===== config.mk =====
export PLATFORM = sky130hd
export DESIGN_NAME = fetch_buffer
export DESIGN_NICKNAME = d
export VERILOG_FILES = /design/src/rtl/fetch_buffer.sv
export SDC_FILE = /design/constraint.sdc
export NUM_CORES = 1
export LEC_CHECK = 0
export CAP_MARGIN = 0
export CORE_UTILIZATION = 30
export CTS_CLUSTER_DIAMETER = 30
export CTS_CLUSTER_SIZE = 12
export DETAILED_ROUTE_END_ITERATION = 8
export PLACE_DENSITY = 0.5
export SLEW_MARGIN = 5
export SYNTH_ARGS = -nofsm -noshare
export SYNTH_HDL_FRONTEND = slang
export SYNTH_SLANG_ARGS = --single-unit

===== constraint.sdc =====
create_clock -name clk -period 3.74 [get_ports clk]
set_input_delay 0.748 -clock clk [delete_from_list [all_inputs] [get_ports clk]]
set_output_delay 0.748 -clock clk [all_outputs]
set_load 0.02 [all_outputs]

===== src/rtl/fetch_buffer.sv =====
// fetch_buffer: instruction prefetch FIFO between the F and D stages.
// Holds DEPTH {pc, instr} pairs in a circular array with valid/ready on both
// sides. in_ready depends only on occupancy, so it can drive the PC enable
// without a combinational path from the D-stage stall. flush empties the queue
// on a redirect. Head outputs read out as zeros (a nop) while the queue is empty.
module fetch_buffer #(
    parameter int DEPTH = 4,
    parameter int AW    = 2
) (
    input  logic          clk,
    input  logic          reset,
    input  logic          in_valid,
    output logic          in_ready,
    input  logic [31:0]   in_pc,
    input  logic [31:0]   in_instr,
    output logic          out_valid,
    input  logic          out_ready,
    output logic [31:0]   out_pc,
    output logic [31:0]   out_pc8,
    output logic [31:0]   out_instr,
    input  logic          flush,
    output logic [AW:0]   count
);

    typedef struct packed {
        logic [31:0] pc;
        logic [31:0] instr;
    } fb_entry_t;

    localparam logic [AW:0]   CNT_FULL = (AW+1)'(DEPTH);
    localparam logic [AW:0]   CNT_ZERO = '0;
    localparam logic [AW:0]   CNT_ONE  = (AW+1)'(1);
    localparam logic [AW-1:0] PTR_ONE  = AW'(1);

    fb_entry_t       mem [DEPTH];
    logic [AW-1:0]   wr_ptr;
    logic [AW-1:0]   rd_ptr;
    logic [AW:0]     cnt_q;
    logic            push;
    logic            pop;
    fb_entry_t       head;

    // Handshake: readiness comes from occupancy alone.
    always_comb begin
        in_ready  = (cnt_q != CNT_FULL);
        out_valid = (cnt_q != CNT_ZERO);
        push      = in_valid & in_ready;
        pop       = out_valid & out_ready;
    end

    // Entry storage; contents need no reset because count gates visibility.
    always_ff @(posedge clk) begin
        if (push && !flush)
            mem[wr_ptr] <= '{pc: in_pc, instr: in_instr};
    end

    // Pointers and occupancy; flush overrides any same-cycle push or pop.
    always_ff @(posedge clk or negedge reset) begin
        if (!reset) begin
            wr_ptr <= '0;
            rd_ptr <= '0;
            cnt_q  <= '0;
        end else if (flush) begin
            wr_ptr <= '0;
            rd_ptr <= '0;
            cnt_q  <= '0;
        end else begin
            if (push)
                wr_ptr <= wr_ptr + PTR_ONE;
            if (pop)
                rd_ptr <= rd_ptr + PTR_ONE;
            case ({push, pop})
                2'b10:   cnt_q <= cnt_q + CNT_ONE;
                2'b01:   cnt_q <= cnt_q - CNT_ONE;
                default: cnt_q <= cnt_q;
            endcase
        end
    end

    // Head read, masked to a nop at pc 0 when empty; link value wraps mod 2^32.
    always_comb begin
        head      = mem[rd_ptr];
        out_pc    = out_valid ? head.pc    : 32'h0;
        out_instr = out_valid ? head.instr : 32'h0;
        out_pc8   = out_pc + 32'd8;
        count     = cnt_q;
    end

endmodule


==> impl_metrics.tcl <==
set metrics [dict create \
    viasPerCell 4.674 \
    drcViolationCount 0 \
    cts_sinks 263 \
    critPathCaptureType "output pin" \
    finClkSkew_ps 34.28 \
    netlist-cell-type-count 54 \
    crit_type "flip-flop to output pin" \
    power_mw 13.45 \
    slew_violations 0 \
    worstMarginPinSlew_ps 517.6 \
    crit_chain "mux4_2 > nand2_2 > inv_2 > ha_4 > nand2_4 > o22ai_4 > nor3b_4 > buf_6 > nand3_4 > or4_4 > a21oi_2 > buf_6" \
    synthCells 628 \
    finalCritPeriodShare 1.057 \
    final_cell_area_um2 16480 \
    avgRoutedWirePerCell_um 19.97 \
    crit_arrival_ps 3210 \
    hpwl_um 18980 \
    max_slew_margin 0.6549 \
    yosysWarnings 0 \
    post-place-ws_ps -262.3 \
    coreArea_um2 36790 \
    die_height_um 195.7 \
    worstPathMaxFanout 5 \
    stdcell_count 1433 \
    syn_avg_cell_area_um2 17.92 \
    multi_input_area_um2 3475 \
    yosys.area.top_type "edfxtp_1" \
    clockBufferDepth 3 \
    vias 6698 \
    synthToLayoutAreaGrowth_pct 46.38 \
    cts_buffers 54 \
    crit_family "simple AND/OR/NAND/NOR gates" \
    ios 170 \
    powerDensity_nw_per_um2 816.6 \
    grt_pass1_vias 7370 \
    drt_wl_total_um 28620 \
    start_util 0.3060 \
    finish.utilization 0.4479 \
    clkTransAtPathRegs_ps 50 \
    setup_slack_ps -214.3 \
    synth-seq-cells 263 \
    clock_latency_ps 570 \
    grt_antenna_before_repair 4 \
    drtIter0Drc 354 \
    postRouteAntennaNets 0 \
    setup_viol 8 \
    grt_usage 0.1488 \
    fillCellCount 3234 \
    portBuffers 169 \
    drtPass1Iterations 4 \
    path_common_cell "buf_6" \
    synth_edf_count 256 \
    max_stage_delay_ps 520 \
    required_ps 2990 \
    synth_async_sr_flop_share 0.02662 \
    grt_max_degree 38 \
    yosys-top-cells-area "edfxtp_1 68%, mux4_2 12%, and2_1 3.4%, mux4_1 1.9%, dfrtp_1 1.6%" \
    cp-start-kind "flip-flop" \
    die_area_um2 38300 \
    hold_path_class "primary input to async pin" \
    place_congestion 0.7629 \
    syn-num-nets 703 \
    regArea_um2 7870 \
    placed_area_um2 13980 \
    fp-row-count 70 \
    ctsRootBufferMaster "clkbuf_16" \
    nNetsFinal 993 \
    placedCellCount 1301 \
    fmax_ghz 0.2529 \
    finalCriticalPeriod_ps 3954 \
    failed_checks "negative setup slack" \
    drive_above_1_share 0.3416 \
    cellLeakagePower_nw 5.907 \
    grt_first_pass_wirelength_um 42960 \
    status "finished with violations" \
    htree_levels 2 \
    hold_viol_final 0 \
    gr-total-overflow 0 \
    max_cap_viol_count 0 \
    ys.flop_type "edfxtp_1" \
    irDropWorstVdd_v 0.0004401 \
    final.setup.tns_ps -763.9 \
    syn-cell-area_um2 11260 \
    rsz0062_at_grt "yes" \
    synth_top_area_share 0.6830 \
    cp_slowest_cell "dfrtp_4" \
    path_buf_inv 3 \
    cts_tree "built" \
    hold_slack_ps 471.5 \
    ys_seq_area_frac 0.6985 \
    die_w_um 195.7 \
]
==> Yosys cell counts, types with 3 or more instances <==
| cell | instances |
|---|---|
| nand2_1 | 44 |
| edfxtp_1 | 256 |
| buf_2 | 14 |
| mux2i_1 | 5 |
| xnor2_1 | 12 |
| dfrtp_1 | 7 |
| nor3_1 | 4 |
| nor2_1 | 26 |
| nand3b_1 | 3 |
| inv_1 | 9 |
| clkbuf_1 | 10 |
| a21oi_1 | 4 |
| nand3_1 | 17 |
| o211ai_1 | 5 |
| ha_1 | 5 |
| o21ai_0 | 5 |
| xor2_1 | 18 |
| mux4_1 | 8 |
| mux4_2 | 59 |
| nor4_1 | 5 |
| and2_1 | 62 |
| buf_4 | 5 |
| nor2b_1 | 4 |
==> registers in the layout, summed over array words and instances, names as in the netlist <==
register and cells:
wr_ptr 2, count 3, mem 256, rd_ptr 2
==> what timing repair did <==
action / 4_1_cts / 5_1_grt
cloned: 1 / 0
endpoints found under the setup margin: 51 / 43
gates resized for setup: 164 / 45
pin swaps: 14 / 18
hold buffers: 0 / 0
buffers inserted: 11 / 19
hold endpoints to repair: 0 / 0
==> report_power, final <==
| part | switching, mW | total (mW) | internal, mW |
|---|---|---|---|
| Combinational | 2.61 | 4.95 | 2.34 |
| Sequential | 0.0741 | 3.54 | 3.47 |
| Clock | 1.61 | 4.97 | 3.36 |
==> kinds of logic (layout without fill, tap and decap cells) <==
group	Yosys count	after routing	share of synthesized area
adder cells (fa/ha/maj)	6	6	0.007337
multiplexers	74	74	0.1432
AND/OR/NAND/NOR	185	185	0.09115
XOR/XNOR	30	30	0.02334
buffers and inverters	42	377	0.01856
other	0	2	0
flip-flops	263	263	0.6985
AO/OA/AOI/OAI	28	28	0.01790
==> cell usage in the layout, fill, tap and decap left out, types with 4 or more instances in the layout <==
cell / Yosys / layout
inv_6: 0 / 4
xor2_1: 18 / 18
dfrtp_1: 7 / 5
ha_1: 5 / 4
mux4_2: 59 / 62
clkinv_1: 0 / 5
and2_1: 62 / 57
clkbuf_16: 0 / 54
buf_4: 5 / 89
buf_12: 0 / 9
and2_4: 0 / 5
mux4_1: 8 / 5
clkinv_2: 0 / 7
clkinvlp_4: 0 / 7
clkdlybuf4s50_1: 0 / 137
o211ai_1: 5 / 5
xnor2_1: 12 / 9
buf_2: 14 / 6
dlymetal6s2s_1: 0 / 5
dlygate4sd2_1: 0 / 4
o21ai_0: 5 / 5
clkinv_4: 0 / 9
buf_6: 2 / 15
nand3_1: 17 / 14
nor2_1: 26 / 22
mux2i_1: 5 / 5
inv_1: 9 / 7
edfxtp_1: 256 / 256
bufinv_16: 0 / 10
nand2_1: 44 / 39
==> layout make-up <==
cell class / instances / area share
Clock buffer: 57 / 0.08270
Antenna cell: 2 / 0.0003038
Multi-Input combinational cell: 323 / 0.2109
Clock inverter: 44 / 0.03524
Tap cell: 468 / 0.03554
Inverter: 9 / 0.002050
Timing Repair Buffer: 267 / 0.1556
Sequential cell: 263 / 0.4777
==> path summary, 6_finish.rpt <==
| check | from | to | slack, ps | cells past startpoint |
|---|---|---|---|---|
| max | rd_ptr[0]$_DFFE_PN0P_ | out_pc8[27] | -210 | 12 |
| min | reset | rd_ptr[0]$_DFFE_PN0P_ | 470 | 1 |
| max reg2reg | count[2]$_DFFE_PN0P_ | mem[2][30]$_DFFE_PP_ | 1490 | 6 |
| min reg2reg | wr_ptr[1]$_DFFE_PN0P_ | wr_ptr[1]$_DFFE_PN0P_ | 580 | 2 |
| max in group asynchronous | reset | rd_ptr[1]$_DFFE_PN0P_ | 2920 | 1 |
| min in group clk | wr_ptr[1]$_DFFE_PN0P_ | wr_ptr[1]$_DFFE_PN0P_ | 580 | 2 |
==> layer usage <==
layer | track usage | part of all wire
met1 | 0.1802 | 0.41
met2 | 0.2491 | 0.49
met3 | 0.05295 | 0.078
met4 | 0.04485 | 0.020
met5 | 0 | 0.00091
(Power assumes the default switching activity.)
